$ cat config.mk
export PLATFORM = sky130hd
export DESIGN_NAME = bcd_decoder
export DESIGN_NICKNAME = d
export VERILOG_FILES = /design/src/rtl/bcd_decoder_pkg.sv /design/src/rtl/bcd_decoder_digit.sv /design/src/rtl/bcd_decoder.sv
export SDC_FILE = /design/constraint.sdc
export NUM_CORES = 1
export LEC_CHECK = 0
export CAP_MARGIN = 20
export CORE_MARGIN = 2
export CORE_UTILIZATION = 42
export DETAILED_ROUTE_END_ITERATION = 10
export PLACE_DENSITY = 0.81
export RECOVER_POWER = 50
export REMOVE_ABC_BUFFERS = 1
export SYNTH_ARGS = -nofsm -noshare
export SYNTH_HDL_FRONTEND = slang
export SYNTH_SLANG_ARGS = --single-unit
$ cat constraint.sdc
create_clock -name clk -period 0.9 [get_ports clk]
set_input_delay 0.135 -clock clk [delete_from_list [all_inputs] [get_ports clk]]
set_output_delay 0.135 -clock clk [all_outputs]
set_load 0.02 [all_outputs]
$ cat src/rtl/bcd_decoder_pkg.sv
// Shared definitions for the microwave timer display decoder.
// Segment vector layout: bit6=a, bit5=b, bit4=c, bit3=d, bit2=e, bit1=f, bit0=g.
// All constants are active-high (1 = segment lit). Inversion for common-anode
// displays is applied by the decoder instances, not here.
package bcd_decoder_pkg;

  typedef logic [6:0] seg_t;

  localparam int unsigned NUM_DIGITS = 3;

  localparam seg_t SEG_0     = 7'h7E;
  localparam seg_t SEG_1     = 7'h30;
  localparam seg_t SEG_2     = 7'h6D;
  localparam seg_t SEG_3     = 7'h79;
  localparam seg_t SEG_4     = 7'h33;
  localparam seg_t SEG_5     = 7'h5B;
  localparam seg_t SEG_6     = 7'h5F;
  localparam seg_t SEG_7     = 7'h70;
  localparam seg_t SEG_8     = 7'h7F;
  localparam seg_t SEG_9     = 7'h7B;
  localparam seg_t SEG_BLANK = 7'h00;

  // Active-high decode of one BCD digit; codes 10-15 blank the digit.
  function automatic seg_t bcd_to_seg(input logic [3:0] digit);
    seg_t segs;
    segs = SEG_BLANK;
    case (digit)
      4'd0:    segs = SEG_0;
      4'd1:    segs = SEG_1;
      4'd2:    segs = SEG_2;
      4'd3:    segs = SEG_3;
      4'd4:    segs = SEG_4;
      4'd5:    segs = SEG_5;
      4'd6:    segs = SEG_6;
      4'd7:    segs = SEG_7;
      4'd8:    segs = SEG_8;
      4'd9:    segs = SEG_9;
      default: segs = SEG_BLANK;
    endcase
    return segs;
  endfunction

  // Apply display polarity to an active-high pattern.
  function automatic seg_t seg_polarity(input seg_t segs, input logic active_low);
    return active_low ? ~segs : segs;
  endfunction

endpackage

$ cat src/rtl/bcd_decoder_digit.sv
// bcd_digit_to_seg: combinational single-digit BCD to 7-segment decoder.
// Ports:
//   digit_i  [3:0]  BCD digit (10-15 decode to blank)
//   segs_o   [6:0]  segment pattern, polarity selected by SEG_ACTIVE_LOW
module bcd_digit_to_seg
  import bcd_decoder_pkg::*;
#(
  parameter bit SEG_ACTIVE_LOW = 1'b0
) (
  input  logic [3:0] digit_i,
  output logic [6:0] segs_o
);

  always_comb begin
    segs_o = seg_polarity(bcd_to_seg(digit_i), SEG_ACTIVE_LOW);
  end

endmodule

$ cat src/rtl/bcd_decoder.sv
// bcd_decoder: decodes the minutes, seconds-tens and seconds-ones BCD digits of
// the oven timer into three registered 7-segment patterns (latency 1 clock).
// Ports:
//   clk            system clock, rising edge
//   rst_n          asynchronous active-low reset; blanks all outputs at once
//   min            minutes digit (BCD)
//   sec_tens       seconds-tens digit (BCD)
//   sec_ones       seconds-ones digit (BCD)
//   min_segs       segment pattern for min
//   sec_tens_segs  segment pattern for sec_tens
//   sec_ones_segs  segment pattern for sec_ones
// SEG_ACTIVE_LOW=1 inverts every segment bit, including the reset (blank) value.
module bcd_decoder
  import bcd_decoder_pkg::*;
#(
  parameter bit SEG_ACTIVE_LOW = 1'b0
) (
  input  logic       clk,
  input  logic       rst_n,
  input  logic [3:0] min,
  input  logic [3:0] sec_tens,
  input  logic [3:0] sec_ones,
  output logic [6:0] min_segs,
  output logic [6:0] sec_tens_segs,
  output logic [6:0] sec_ones_segs
);

  // Blank in the selected display polarity.
  localparam seg_t BLANK_OUT = {7{SEG_ACTIVE_LOW}} ^ SEG_BLANK;

  logic [3:0] digit   [NUM_DIGITS];
  seg_t       segs_d  [NUM_DIGITS];
  seg_t       segs_q  [NUM_DIGITS];

  assign digit[0] = min;
  assign digit[1] = sec_tens;
  assign digit[2] = sec_ones;

  generate
    for (genvar gi = 0; gi < NUM_DIGITS; gi++) begin : g_digit
      bcd_digit_to_seg #(
        .SEG_ACTIVE_LOW (SEG_ACTIVE_LOW)
      ) u_dec (
        .digit_i (digit[gi]),
        .segs_o  (segs_d[gi])
      );

      // Registered outputs keep the display pins glitch-free between edges.
      always_ff @(posedge clk or negedge rst_n) begin
        if (!rst_n) begin
          segs_q[gi] <= BLANK_OUT;
        end else begin
          segs_q[gi] <= segs_d[gi];
        end
      end
    end
  endgenerate

  assign min_segs      = segs_q[0];
  assign sec_tens_segs = segs_q[1];
  assign sec_ones_segs = segs_q[2];

endmodule

**After elaboration in Yosys (flattened, before gate mapping)**

Memory sizes are Yosys's and may differ from the RTL's. A register that Yosys moved wholly into a read port is not among the register bits.
Index checks and enable logic that the tools add are counted.

- Reductions and logical operators: 3

Operators by type and width:

| cell | number |
|---|---|
| 1-bit logical NOT | 3 |

- Bits in registers: 0
- ROM bits: 336
- Input port bits: 14
- Output and inout bits: 21
- Word-level logic and storage cells: 6
- Memories: 3

Memories:

| name | depth | width | read ports | clocked after memory_dff | wr ports | RTL line | source |
|---|---|---|---|---|---|---|---|
| (no name shown) | 16 | 7 | 1 | 1 | 0 | bcd_decoder_pkg.sv:27 | `case (digit)` |
| (no name shown) | 16 | 7 | 1 | 1 | 0 | bcd_decoder_pkg.sv:27 |  |
| (no name shown) | 16 | 7 | 1 | 1 | 0 | bcd_decoder_pkg.sv:27 |  |

**Longest topological paths before layout**

- Word-level depth: 1
- Mapped depth: 5

**Hierarchy**

Synthesis repeated with hierarchy kept, for this count alone.

- Cells, all modules: 105
- Area total of the unflattened synthesis: 1182.4 um^2

By module, submodules not included:

| module | instances | cells an instance | area an instance (um^2) | sequential area each (um^2) |
|---|---|---|---|---|
| bcd_digit_to_seg | 3 | 28 | 219.0 | 0.0 |
| bcd_decoder | 1 | 21 | 525.5 | 525.5 |

**Worst setup path after synthesis**

Ideal clock, no wire load.

- Path type: in2reg
- Start point: input port min[0]
- End point: register segs_q, in the netlist min_segs[4]
- Data arrival time: 0.672 ns
- Setup slack: 0.104 ns
- Cell stages on the path: 4
- Path buffers: 0
- Path through: inv_1 -> ha_1 -> inv_1 -> o31a_1

RTL lines:

| element | RTL line | source |
|---|---|---|
| start: declaration | bcd_decoder.sv:20 | `input logic [3:0] min,` |
| end: declaration | bcd_decoder.sv:33 | `seg_t segs_q [NUM_DIGITS];` |

**Worst setup path after layout**

- Start point: register segs_q, in the netlist sec_ones_segs[4]
- End point: output port sec_ones_segs[4]

RTL lines:

| element | RTL line | source |
|---|---|---|
| end: declaration | bcd_decoder.sv:25 | `output logic [6:0] sec_ones_segs` |

No word-level cell between the ends.

==> flow_metrics.py <==
metrics = {
    "setup_path": {
        "start_kind": "flip-flop",
        "path_max_fanout": 1,
        "critical_path_depth": 1,
        "crit_slowest_cell": "dfrtp_1",
        "endpoint": "sec_ones_segs[4]",
        "slowest_delay_ns": 0.41,
        "critPathTopFamily": "flip-flops",
        "end_kind": "primary output",
        "timing_worst_setup_path_type": "reg -> out",
        "critical_path_buf_inv_count": 1,
        "crit_chain": "buf_6",
        "crit_arrival_ns": 0.85,
        "crit_start": "sec_ones_segs[4]",
        "required_ns": 0.76,
    },
    "place": {
        "routabilityCongestion": 0.832,
        "dpl_cell_area_sq_mm": 0.00162,
        "dp_hpwl_um": 1800,
        "pre_cts_ws_ns": -0.492,
        "port_buffers": 34,
    },
    "logic_synthesis": {
        "synth_area_sq_mm": 0.00119,
        "synth-seq-cells": 21,
        "synth_top_area_cell": "dfrtp_1",
        "synth_cells": 105,
        "yosys.area_share.simple_pct": 5.03,
        "synth_top_cell_area_share_pct": 44.0,
        "ys_types": 17,
        "yosys_warnings": 0,
        "synth_top_family_by_area": "adder cells",
        "synthXorXnorAreaFrac_pct": 2.20,
        "synthMuxAreaShare_pct": 2.51,
        "syn_area_per_cell_sq_um": 11.4,
        "synth_compound_area_share_pct": 16.1,
        "synthAdderAreaFrac_pct": 18.8,
        "synth-seq-area-share_pct": 44.0,
        "synth.area.top_cells": "dfrtp_1, ha_1, o22ai_1",
    },
    "outcome": {
        "outcome": "finished with violations",
        "violations": "setup timing",
    },
    "pwr": {
        "p_comb_share_pct": 30.4,
        "powerDensity_mw_per_mm2": 1310,
        "p_switching_uw": 652,
        "vdd_drop_max_uv": 928,
        "p_int_uw": 1520,
        "power_uw": 2180,
        "sequentialPowerShare_pct": 48.9,
        "total_leakage_power_uw": 0.000847,
        "switching_share_pct": 30.0,
        "clkPwrFrac_pct": 20.7,
    },
    "floorplan": {
        "initial_utilization_pct": 43.7,
        "die_h_um": 57.3,
        "die_width_um": 57.3,
        "coreArea_sq_mm": 0.00273,
        "row_count": 19,
        "die_area_sq_mm": 0.00329,
        "pin_count": 35,
    },
    "min_path": {
        "hp-class": "in -> async",
    },
    "routing": {
        "drtPass1Iterations": 4,
        "m1WireLength_um": 920,
        "drc": 0,
        "top_layer_used": "met3",
        "num_vias": 885,
        "dr_wl_met3_um": 117,
        "wl_met2_um": 1180,
        "drt-total-wl_um": 2220,
        "wl_per_cell_um": 12.2,
        "viasPerCell": 4.86,
        "ant_nets": 0,
        "drt_iter0_drc": 13,
    },
    "sta": {
        "worst_slack_ns": -0.0830,
        "fmax_mhz": 1020,
        "setup_violations": 21,
        "grt_setup_unrepaired": "true",
        "final-hold-violation-count": 0,
        "period_share_pct": 109,
        "post-route-min-period_ns": 0.983,
        "slew_violations": 0,
        "tns_ns": -1.26,
        "worst_pin_slew_ns": 0.500,
        "slew_headroom_pct": 66.6,
    },
    "layout": {
        "drive_above_1_share_pct": 35.1,
        "mostFrequentLayoutCells": "dfrtp_1, buf_6, ha_1",
        "fillCellCount": 223,
        "antennaDiodeCount": 0,
        "final_area_sq_mm": 0.00166,
        "fin_nets": 184,
        "syn2layout_area_growth_pct": 39.1,
    },
    "cts": {
        "cts_buffer_depth": 2,
        "cts_tree": "built",
        "clockRootBuffer": "clkbuf_4",
        "cts_buffers": 3,
        "cts_max_level": 1,
        "clk_pin_slew_worst_paths_ns": 0.12,
        "ctsHoldBuffers": 0,
        "cts_setup_buffers": 0,
        "clock_sinks": 21,
    },
    "grt": {
        "grt_max_degree": 22,
        "grt_antenna_before_repair": 0,
        "grt_remaining_overflow": 0,
        "track_usage_pct": 14.2,
        "grt_pass1_wl_um": 3620,
        "grt_pass1_vias": 841,
    },
    "run": {
        "max_cap_violations": 0,
    },
}
-- synth_stat cells, drive strengths merged --
master / number
ha: 18
a21o: 3
inv: 18
dfrtp: 21
o22ai: 15
xnor2: 3
nand2b: 3
o21ai: 6
mux2i: 3
buf: 6
nor2: 3
a21oi: 3
o31a: 3
-- through the flow --
stage | hold WS [ns] | utilization [%] | std cells
floorplan | -0.161 | - | 99
global placement | 0.498 | 59.4 | 178
detailed placement | 0.497 | 59.4 | 178
CTS | 0.163 | 61.3 | 182
global route | 0.376 | 60.8 | 182
finish | 0.321 | 60.8 | 182
-- area by class of cell --
| type | count | area [sq um] | area share (%) |
|---|---|---|---|
| multi-input combinational | 60 | 543 | 32.7 |
| sequential | 21 | 526 | 31.6 |
| timing repair buffer | 48 | 459 | 27.6 |
| inverter | 18 | 67.6 | 4.07 |
| tap | 31 | 38.8 | 2.33 |
| clock buffer | 3 | 22.5 | 1.36 |
| clock inverter | 1 | 5.00 | 0.301 |
-- power groups by stage --
stage	Clock, uW	Combinational, uW	Sequential [uW]
3_5_place_dp	0	668	1070
6_report	450	663	1060
5_1_grt	503	717	1070
4_1_cts	471	679	1070
2_1_floorplan	0	173	1180
3_3_place_gp	0	650	1070
-- flip-flops by register name, indices dropped and copies added, names as in the netlist --
register / count
min_segs: 7
sec_tens_segs: 7
sec_ones_segs: 7
-- kinds of logic (layout without fill, tap and decap cells) --
kind of cell / Yosys count / count (layout)
fa+ha+maj: 18 / 18
mux: 3 / 3
buf+inv: 24 / 70
flops: 21 / 21
simple gates: 6 / 6
compound gates: 30 / 30
xor+xnor: 3 / 3
-- metal layers --
metal / vias to the layer above / global-route usage [%]
met5: - / 0
met4: 0 / 4.98
met3: 0 / 3.40
met2: 23 / 25.6
met1: 419 / 16.2
li1: 443 / -
-- worst min path at each step --
| stage | from | endpoint | slack [ns] | cells after the start |
|---|---|---|---|---|
| 3_3_place_gp | rst_n | sec_tens_segs[0] | 0.50 | 2 |
| 5_1_grt | rst_n | sec_tens_segs[0] | 0.38 | 2 |
| 4_1_cts | rst_n | sec_tens_segs[0] | 0.16 | 2 |
| 2_1_floorplan | rst_n | min_segs[0] | -0.16 | 0 |
| 6_report | rst_n | sec_ones_segs[4] | 0.32 | 2 |
| 3_5_place_dp | rst_n | sec_ones_segs[6] | 0.50 | 2 |
-- what timing repair did --
item	in CTS	in global routing
endpoints found under the setup margin	42	21
cloned	0	0
gates resized for setup	140	0
No activity file was read; power rests on OpenSTA's default activity.
==> patch 1, RTL diff (same flow settings) <==
Register the inputs `min`, `sec_tens` and `sec_ones` before use, without a reset. The logic sees them one clock later.
--- a/src/rtl/bcd_decoder.sv
+++ b/src/rtl/bcd_decoder.sv
@@ -29,11 +29,21 @@
   localparam seg_t BLANK_OUT = {7{SEG_ACTIVE_LOW}} ^ SEG_BLANK;
 
+  logic [3:0] min_q;
+  logic [3:0] sec_tens_q;
+  logic [3:0] sec_ones_q;
+
+  always_ff @(posedge clk) begin
+    min_q      <= min;
+    sec_tens_q <= sec_tens;
+    sec_ones_q <= sec_ones;
+  end
+
   logic [3:0] digit   [NUM_DIGITS];
   seg_t       segs_d  [NUM_DIGITS];
   seg_t       segs_q  [NUM_DIGITS];
 
-  assign digit[0] = min;
-  assign digit[1] = sec_tens;
-  assign digit[2] = sec_ones;
+  assign digit[0] = min_q;
+  assign digit[1] = sec_tens_q;
+  assign digit[2] = sec_ones_q;
 
   generate
Behaviour: not the same (Yosys sat finds a counterexample within 4 cycles, from zero or initial values and one cycle with rst_n low).
==> patch 1 against the original RTL <==
- worst setup slack worse by 0.11 ns
- design area is 43% higher
- sequential share of layout area is 2.1 points higher
- routed wire length is 44% higher
- fmax is 10% lower
- the flow still finishes with violations (negative setup slack)
- die area is 15% higher
- sequential cell count is 12 higher
- power is 54% higher
- largest cell class unchanged
- non-clock buffer count stayed put
- clock power is 90% higher
- synthesized area is 16% higher
- first-iteration DRC count stayed put
==> patch 1: results (changes against the original RTL) <==
status: finished, violations left (unchanged)
failing checks: negative setup slack (unchanged)
Synth Area in Compound Gates: 14.5% (was 16.1%)
Synth async-reset ratio: 63.6% (was 100%)
clock slew at reported path FFs: 0.10 ns (was 0.12 ns)
met1 usage: 15.5% (was 16.2%)
number of signal-net inverters in the final layout: 17 (was 18)
Pint: 2.39 mW (was 1.52 mW)
total negative slack: -2.78 ns (was -1.26 ns)
Seq/total area: 33.8% (was 31.6%)
CTS buffer count: 5 (was 3)
crit path max-delay cell type: dfxtp_4 (was dfrtp_1)
top layer in use: met4 (was met3)
wire length per cell: 15.1 um (was 12.2 um)
Clock Network Area Fraction: 2.47% (was 1.66%)
tap cells: 44 (was 31)
Filler cells: 192 (was 223)
Synth area leaders: dfrtp_1 38%, dfxtp_1 17%, ha_1 16%, o22ai_1 4.9%, inv_1 4.3% (was dfrtp_1 44%, ha_1 19%, o22ai_1 7.9%, buf_6 5.7%, inv_1 4.7%)
GR Util met2: 31.6% (was 25.6%)
leak pwr: 1.00 nW (was 0.847 nW)
metal3 WL: 184 um (was 117 um)
critical path fanouts, max: 4 (was 1)
routability congestion estimate: 0.833 (was 0.832)
multi-input logic area: 865 um2 (was 543 um2)
Final Setup Violations: 37 (was 21)
Synth Area in Adders: 16.2% (was 18.8%)
Tot Pwr: 3.35 mW (was 2.18 mW)
Logic pwr share: 23.8% (was 30.4%)
DP Wirelength: 1890 um (was 1800 um)
multi-input gate count: 61 (was 60)
Final nets: 198 (was 184)
sequential element share of the synthesized area: 55.0% (was 44.0%)
first-pass GRT wire length: 4350 um (was 3620 um)
CTS Sinks: 33 (was 21)
Clock Buffer Count: 8 (was 3)
Setup WS post-layout: -0.195 ns (was -0.0830 ns)
vias in the first global route: 992 (was 841)
Netlist cell types: 23 (was 17)
met2 routed WL: 1780 um (was 1180 um)
placed inst area: 0.00184 mm2 (was 0.00162 mm2)
Worst IR Drop VDD: 877 uV (was 928 uV)
top cells by count, synth: 21 x dfrtp_1, 18 x ha_1, 16 x inv_1 (was 21 x dfrtp_1, 18 x ha_1, 15 x inv_1, 15 x o22ai_1)
Worst Max-Slew Pin Slew: 0.513 ns (was 0.500 ns)
share of cells above drive strength 1: 63.5% (was 35.1%)
## patch 1: cell count changes after synthesis, sizes merged, moves of 2 or more
cell and change:
buf -2, dfxtp +12, o21ai +3, o22ai -3
## patch 1: through the flow
stage                     cells  setup WS, ns  hold WS [ns]
after floorplan             111        -0.213        -0.161
after global placement      199        -0.155         0.458
after detailed placement    199        -0.216         0.455
after CTS                   211        -0.109         0.144
after global routing        211        -0.220         0.214
final                       211        -0.195         0.228
## patch 1: how the worst max path moves through the flow
stage	end	slack, ns	cells past startpoint
2_1_floorplan	sec_ones_segs[1]	-0.21	4
3_3_place_gp	sec_ones_segs[1]	-0.15	1
3_5_place_dp	min_segs[6]	-0.22	5
4_1_cts	sec_tens_segs[4]	-0.11	1
5_1_grt	sec_tens_segs[3]	-0.22	5
6_report	sec_tens_segs[3]	-0.20	5
## patch 1: timing repair
action	in CTS	in global routing
pin swaps	19	13
cloned	0	0
endpoints found under the setup margin	42	42
setup buffers	4	0
hold endpoints to repair	0	0
resized for setup	184	55
==> patch 2, RTL diff (same settings) <==
Without the edit above. `SEG_ACTIVE_LOW` is set to 1'b0 in 2 places; all go to 1'b1.
--- a/src/rtl/bcd_decoder_digit.sv
+++ b/src/rtl/bcd_decoder_digit.sv
@@ -6,5 +6,5 @@
   import bcd_decoder_pkg::*;
 #(
-  parameter bit SEG_ACTIVE_LOW = 1'b0
+  parameter bit SEG_ACTIVE_LOW = 1'b1
 ) (
   input  logic [3:0] digit_i,
--- a/src/rtl/bcd_decoder.sv
+++ b/src/rtl/bcd_decoder.sv
@@ -14,5 +14,5 @@
   import bcd_decoder_pkg::*;
 #(
-  parameter bit SEG_ACTIVE_LOW = 1'b0
+  parameter bit SEG_ACTIVE_LOW = 1'b1
 ) (
   input  logic       clk,
Formal check against the unedited RTL: not equivalent (a bounded check fails within 4 cycles, from zero or initial values and one cycle with rst_n low).
==> patch 2 against the original RTL <==
- the run still ends with negative setup slack left
- via count rose by 3.5%
- synthesized area fell by 6.1%
- sequential cell count did not move
- synthesized cell count did not move
- power rose by 2.6%
- global-route usage rose by 2.6 points
- design area rose by 1.7%
- routed wire length rose by 7.0%
- utilization rose by 6.8 points
- sequential power rose by 6%
- worst setup slack got worse by 0.11 ns
- largest power group unchanged
==> patch 2: results (changes against the original RTL) <==
critical path fanouts, max: 1 (unchanged)
pin count of the biggest net entering global routing: 22 (unchanged)
GRT Total Usage: 16.8% (was 14.2%)
clock slew at reported path FFs: 0.11 ns
Post-Synthesis Cells: 105 (unchanged)
Worst IR Drop VDD: 895 uV (was 928 uV)
status: finished, violations left (unchanged)
Worst Max-Slew Pin Slew: 0.472 ns (was 0.500 ns)
leak pwr: 0.799 nW (was 0.847 nW)
crit-path leading delay family: flip-flops (unchanged)
Filler cells: 199 (was 223)
DP Wirelength: 1810 um (was 1800 um)
ant diodes: 0 (unchanged)
Netlist cell types: 13 (was 17)
failing checks: negative setup slack (unchanged)
initial antenna violation count: 0 (unchanged)
share of cells above drive strength 1: 47.1% (was 35.1%)
Synth area leaders: dfstp_2 49%, ha_1 17%, inv_1 5.0%, a21oi_1 4.0%, o21ai_0 4.0% (was dfrtp_1 44%, ha_1 19%, o22ai_1 7.9%, buf_6 5.7%, inv_1 4.7%)
first-pass GRT wire length: 4150 um (was 3620 um)
CTS buffer count: 3 (unchanged)
Hold/Removal Path Class: input pin to flop (was input pin to asynchronous set/reset pin)
main flop type after synthesis: dfstp_2 (was dfrtp_1)
root buffer cell: clkbuf_4 (unchanged)
routability congestion estimate: 0.847 (was 0.832)
wirelength, routed: 2370 um (was 2220 um)
CP max stage delay: 0.55 ns (was 0.41 ns)
wire length per cell: 12.7 um (was 12.2 um)
total negative slack: -3.79 ns (was -1.26 ns)
Crit path required time: 0.76 ns (about the same)
CTS Buffer Depth: 2 (unchanged)
Yosys warning count: 0 (unchanged)
vias per inst: 4.90 (was 4.86)
IO Port Bufs: 34 (unchanged)
vias in the first global route: 918 (was 841)
Synth async-reset ratio: 100% (unchanged)
Placement Setup Slack: -0.569 ns (was -0.492 ns)
drt pass-1 iters: 4 (unchanged)
Setup WS post-layout: -0.192 ns (was -0.0830 ns)
H-tree levels: 1 (unchanged)
dpl cells: 182 (was 178)
max cap viols: 0 (unchanged)
sequential element share of the synthesized area: 49.2% (was 44.0%)
Final Setup Violations: 21 (unchanged)
Pint: 1.59 mW (was 1.52 mW)
crit path max-delay cell type: dfstp_2 (was dfrtp_1)
initial drt markers: 14 (was 13)
Final nets: 187 (was 184)
top cells by count, synth: 21 x dfstp_2, 15 x ha_1, 15 x inv_1 (was 21 x dfrtp_1, 18 x ha_1, 15 x inv_1, 15 x o22ai_1)
## patch 2: changes by cell type after synthesis, moves of 6 or more
cell / before / now
a21oi_1: 2 / 9
o22ai_1: 15 / 0
dfrtp_1: 21 / 0
a31oi_1: 0 / 6
nor2_1: 2 / 9
nand2b_1: 0 / 6
dfstp_2: 0 / 21
## patch 2: power groups by stage
stage               clock, mW  sequential (mW)  combinational (mW)
CTS                     0.447             1.13               0.675
global placement            0             1.12               0.611
global route            0.513             1.13               0.719
detailed placement          0             1.12               0.631
floorplan                   0             1.24               0.153
finish                  0.440             1.12               0.670
## patch 2: cell families after synthesis
kind of cell | count (synthesis) | synth area share (%)
AOI/OAI and AO/OA | 30 | 15.7
xor gates and xnor gates | 3 | 2.34
adders and majority gates | 15 | 16.7
buffers and inverters | 18 | 8.03
DFF | 21 | 49.2
and+or+nand+nor | 18 | 8.03
## patch 2: repair_timing
action / 4_1_cts / 5_1_grt
endpoints found under the setup margin: 39 / 21
hold buffers: 0 / 0
cloned: 0 / 0
resized for setup: 147 / 0
pin swaps: 3 / 0
setup buffers: 1 / 0
## patch 2: routing by layer
| metal | GRT usage, % | up-vias | wire (um) |
|---|---|---|---|
| met5 | 0 | - | 0 |
| met3 | 2.79 | 2 | 85 |
| met4 | 8.71 | 0 | 20 |
| met1 | 18.5 | 432 | 913 |
| li1 | - | 452 | - |
| met2 | 30.6 | 30 | 1350 |
## patch 2: layout make-up
class	instances	area, um2	area share (%)
multi-input cells	66	519	30.7
flip-flops and latches	21	552	32.7
inverters	15	56.3	3.33
repair buffers	51	498	29.5
well taps	30	37.5	2.22
clock buffers	4	26.3	1.56
## patch 2: path summary, 6_finish.rpt
| kind | startpoint | to | slack (ns) | cells past startpoint |
|---|---|---|---|---|
| hold / removal | min[1] | min_segs[5] | 0.27 | 3 |
| setup / recovery | min_segs[3] | min_segs[3] | -0.19 | 1 |
| max in group asynchronous | rst_n | min_segs[4] | 0.23 | 2 |
| min in group asynchronous | rst_n | sec_ones_segs[2] | 0.63 | 2 |
## patch 2: stage by stage
step | utilization, % | power (mW) | instance area (um2)
6_report | 67.6 | 2.23 | 1690
5_1_grt | 67.6 | 2.37 | 1690
4_1_cts | 68.2 | 2.25 | 1700
3_5_place_dp | 64.0 | 1.75 | 1600
3_3_place_gp | 64.0 | 1.73 | 1600
2_1_floorplan | - | 1.39 | 1090
